[config.mk]
export PLATFORM = sky130hd
export DESIGN_NAME = boolean_algebra
export DESIGN_NICKNAME = d
export VERILOG_FILES = /design/src/rtl/boolean_algebra.sv
export SDC_FILE = /design/constraint.sdc
export NUM_CORES = 1
export LEC_CHECK = 0
export ABC_CLOCK_PERIOD_IN_PS = 800
export BUFFER_PORTS_ARGS = -buffer_cell sky130_fd_sc_hd__buf_2
export CAP_MARGIN = 20
export CORE_MARGIN = 2
export CORE_UTILIZATION = 45
export CTS_BUF_LIST = sky130_fd_sc_hd__clkbuf_2
export CTS_CLUSTER_DIAMETER = 100
export DETAILED_ROUTE_END_ITERATION = 8
export PLACE_DENSITY = 0.73
export SYNTH_ARGS = -nofsm -noshare
export SYNTH_HDL_FRONTEND = slang
export SYNTH_SLANG_ARGS = --single-unit
[constraint.sdc]
create_clock -name clk -period 0.8 [get_ports clk]
set_clock_uncertainty 0.15 [all_clocks]
set_input_delay 0.12 -clock clk [delete_from_list [all_inputs] [get_ports clk]]
set_output_delay 0.12 -clock clk [all_outputs]
set_load 0.02 [all_outputs]
[src/rtl/boolean_algebra.sv]
// Four-variable Boolean function unit.
// Samples A..D and sel on every rising edge and presents, one cycle later,
// the selected function value, its complement, the one-hot minterm decode
// and the population count of the inputs. All outputs come from flops so
// nothing on the input side reaches an output combinationally.
module boolean_algebra #(
    parameter logic [15:0] TT = 16'hF0F0
) (
    input  logic        clk,
    input  logic        rst,
    input  logic        A,
    input  logic        B,
    input  logic        C,
    input  logic        D,
    input  logic [1:0]  sel,
    output logic        F,
    output logic        F_n,
    output logic [15:0] minterm,
    output logic [2:0]  ones,
    output logic        valid
);

    logic [3:0]  m_idx;
    logic        f_d,       f_q;
    logic [15:0] minterm_d, minterm_q;
    logic [2:0]  ones_d,    ones_q;
    logic        valid_q;

    assign m_idx = {A, B, C, D};

    // Next-state values for every output, computed from the current inputs.
    always_comb begin
        ones_d    = 3'(A) + 3'(B) + 3'(C) + 3'(D);
        minterm_d = 16'h0001 << m_idx;
        f_d       = 1'b0;
        case (sel)
            2'd0:    f_d = (A & B) | (~A & C & D);
            2'd1:    f_d = A ^ B ^ C ^ D;
            2'd2:    f_d = (ones_d >= 3'd3);
            default: f_d = TT[m_idx];
        endcase
    end

    // Output registers; reset clears them immediately, without a clock.
    always_ff @(posedge clk or posedge rst) begin
        if (rst) begin
            f_q       <= 1'b0;
            minterm_q <= 16'h0000;
            ones_q    <= 3'd0;
            valid_q   <= 1'b0;
        end else begin
            f_q       <= f_d;
            minterm_q <= minterm_d;
            ones_q    <= ones_d;
            valid_q   <= 1'b1;
        end
    end

    assign F       = f_q;
    // Derived from the same flop so F_n is ~F in every cycle, reset included.
    assign F_n     = ~f_q;
    assign minterm = minterm_q;
    assign ones    = ones_q;
    assign valid   = valid_q;

endmodule

==> results.cfg <==
[outcome]
status = complete, but fails checks
violations = negative hold slack, negative setup slack

[synthesis]
yosys-top-cells-count = dfrtp_1 (21), nor2_1 (10), inv_1 (7), nor3_1 (6), nand2_1 (5)
synth.avg_cell_area_um2 = 12.26
synthCells = 65
synth_edf_count = 0
synth_area_leaders = dfrtp_1 (66%), ha_1 (4.7%), nor2_1 (4.7%), nor3_1 (3.8%), inv_1 (3.3%)
post-synth-top-count-cell = dfrtp_1
async_flop_share_pct = 100.0
synth-seq-cells = 21
synth_nets = 77
yosysWarnings = 0
synthFlopType = dfrtp_1
synth_top_area_cell = dfrtp_1
ys_types = 19
yosysSeqAreaShare_pct = 65.93
synth_top_area_share_pct = 65.93
syn-cell-area_um2 = 797.0

[worst_hold_path]
hold_path.class = in2reg
holdPathStages = 2

[placed_design]
dpl_cell_area_um2 = 1044
portBuffers = 29
globalplace.congestion = 0.7339
dp_hpwl_um = 1154
place_ws_ns = -1.153

[critical_path]
critPathRequiredTime_ns = 0.88
critPathArrivalTime_ns = 1.56
critical_path.max_fanout = 2
end_kind = register
crit_path_start_kind = primary input
crit_type = in2reg

[route]
first_pass_iters = 4
wire_per_inst_um = 12.93
drcViolationCount = 0
first_iter_violations = 12
final_antenna_net_count = 0
via_per_inst = 4.893
via_count = 592
wirelength_um = 1565

[timing]
period_needed_ns = 1.477
period_share_pct = 184.6
slew_violations = 0
setup_viol = 26
whs_ns = -0.1244
final_hold_viol_count = 9
max_freq_ghz = 0.6771
worst_slack_ns = -0.6769
rsz0062_at_grt = true

[final_layout]
finalInstanceArea_um2 = 1235
drive_gt1_share_pct = 48.08
diodes = 0
syn_to_final_growth_pct = 54.94
fillerInstances = 113
nets = 117

[global_routing]
grt_pass1_vias = 569
grt_pass1_wl_um = 2511
track_usage_pct = 17.90
antenna_found_initial = 0
grt_max_degree = 22
grt-ovfl-total = 0

[power]
leakage_uw = 0.0006432
vdd_drop_max_mv = 0.9267
p_per_area_nw_per_um2 = 1687

[floorplanning]
start_util_pct = 47.19
core-area_um2 = 1689
die_x_um = 46.09
die_area_um2 = 2124
num_rows = 15
die_height_um = 46.09
ios = 30

[clocking]
hold_buffers = 1
cts-buffers-inserted = 3
clkTransAtPathRegs_ns = 0.19
htreeDepth = 1
cts_tree = done
cts_buffer_depth = 2
root_buffer = clkbuf_2
cts.sinks = 21

[flow_run]
max_cap_viol_count = 0
[metal layers]
metal | global-route usage (%) | vias to the layer above | wire, µm
met3 | 3.922 | 4 | 71
met2 | 28.33 | 27 | 830
met1 | 23.26 | 277 | 629
li1 | - | 284 | -
met4 | 8.571 | 0 | 34
met5 | 0 | - | 0
[through the flow]
step | hold slack (ns) | total power [µW] | setup TNS, ns | utilization (%) | cells
5_1_grt | -0.1424 | 2189 | -9.537 | 73.11 | 121
4_1_cts | -0.1224 | 2092 | -8.595 | 72.89 | 121
6_report | -0.1244 | 2084 | -8.418 | 73.11 | 121
3_5_place_dp | 0.0001226 | 1579 | -4.913 | 61.78 | 115
2_1_floorplan | -0.05347 | 1434 | -2.904 | - | 65
3_3_place_gp | -0.009480 | 1557 | -4.546 | 61.78 | 115
[kinds of logic after synthesis]
logic type	count (synthesis)	synth area share, %
adders and majority gates	4	7.222
xor gates and xnor gates	1	2.826
AOI/OAI and AO/OA	4	4.395
and+or+nand+nor	24	13.35
other	1	0.4705
DFF	21	65.93
buffers and inverters	10	5.808
[path summary, 6_finish.rpt]
path / slack (ns) / startpoint / end
worst max-delay path: -0.68 / A / F
max in group asynchronous: 0.17 / rst / ones[0]
min in group asynchronous: 0.19 / rst / minterm[10]
worst min-delay path: -0.12 / sel[1] / F
[what timing repair did]
action                                 CTS  global route
pin swaps                                3             0
endpoints found under the hold margin   30             9
buffers inserted                         1             0
resized for setup                       47             1
setup endpoints to repair               26            26
[layout make-up]
cell class | instances | area [µm²] | area share (%)
sequential | 21 | 525.5 | 42.55
inverter | 7 | 31.28 | 2.533
clock buffer | 4 | 20.02 | 1.621
timing repair buffer | 38 | 381.6 | 30.90
multi-input combinational | 34 | 255.2 | 20.67
tap | 17 | 21.27 | 1.722
[sequential cells by signal, indices dropped and copies added (netlist names)]
| signal | cells |
|---|---|
| ones | 3 |
| minterm | 16 |
| valid | 1 |
| F | 1 |
[cells in the final DEF, fill, tap and decap left out, types with 2 or more instances in the layout]
master / count
buf_2: 5
ha_4: 2
buf_6: 23
nand2_1: 5
clkbuf_2: 4
inv_1: 2
nor3_1: 6
dfrtp_1: 21
nor2_1: 10
inv_2: 3
inv_4: 2
buf_4: 7
[worst max-delay path, cell delays in order]
cell	delay (ns)
buf_8	0.08
inv_4	0.03
fa_1	0.54
inv_2	0.05
ha_4	0.15
ha_4	0.21
a211oi_2	0.17
a21oi_1	0.06
a21o_1	0.15
[where the power goes]
group / internal, µW / leakage [µW] / switching [µW]
Combinational: 260 / 0.000347 / 251
Sequential: 1110 / 0.000280 / 30.6
Clock: 133 / 0.0000166 / 294
Power figures use the tool's default switching activity.
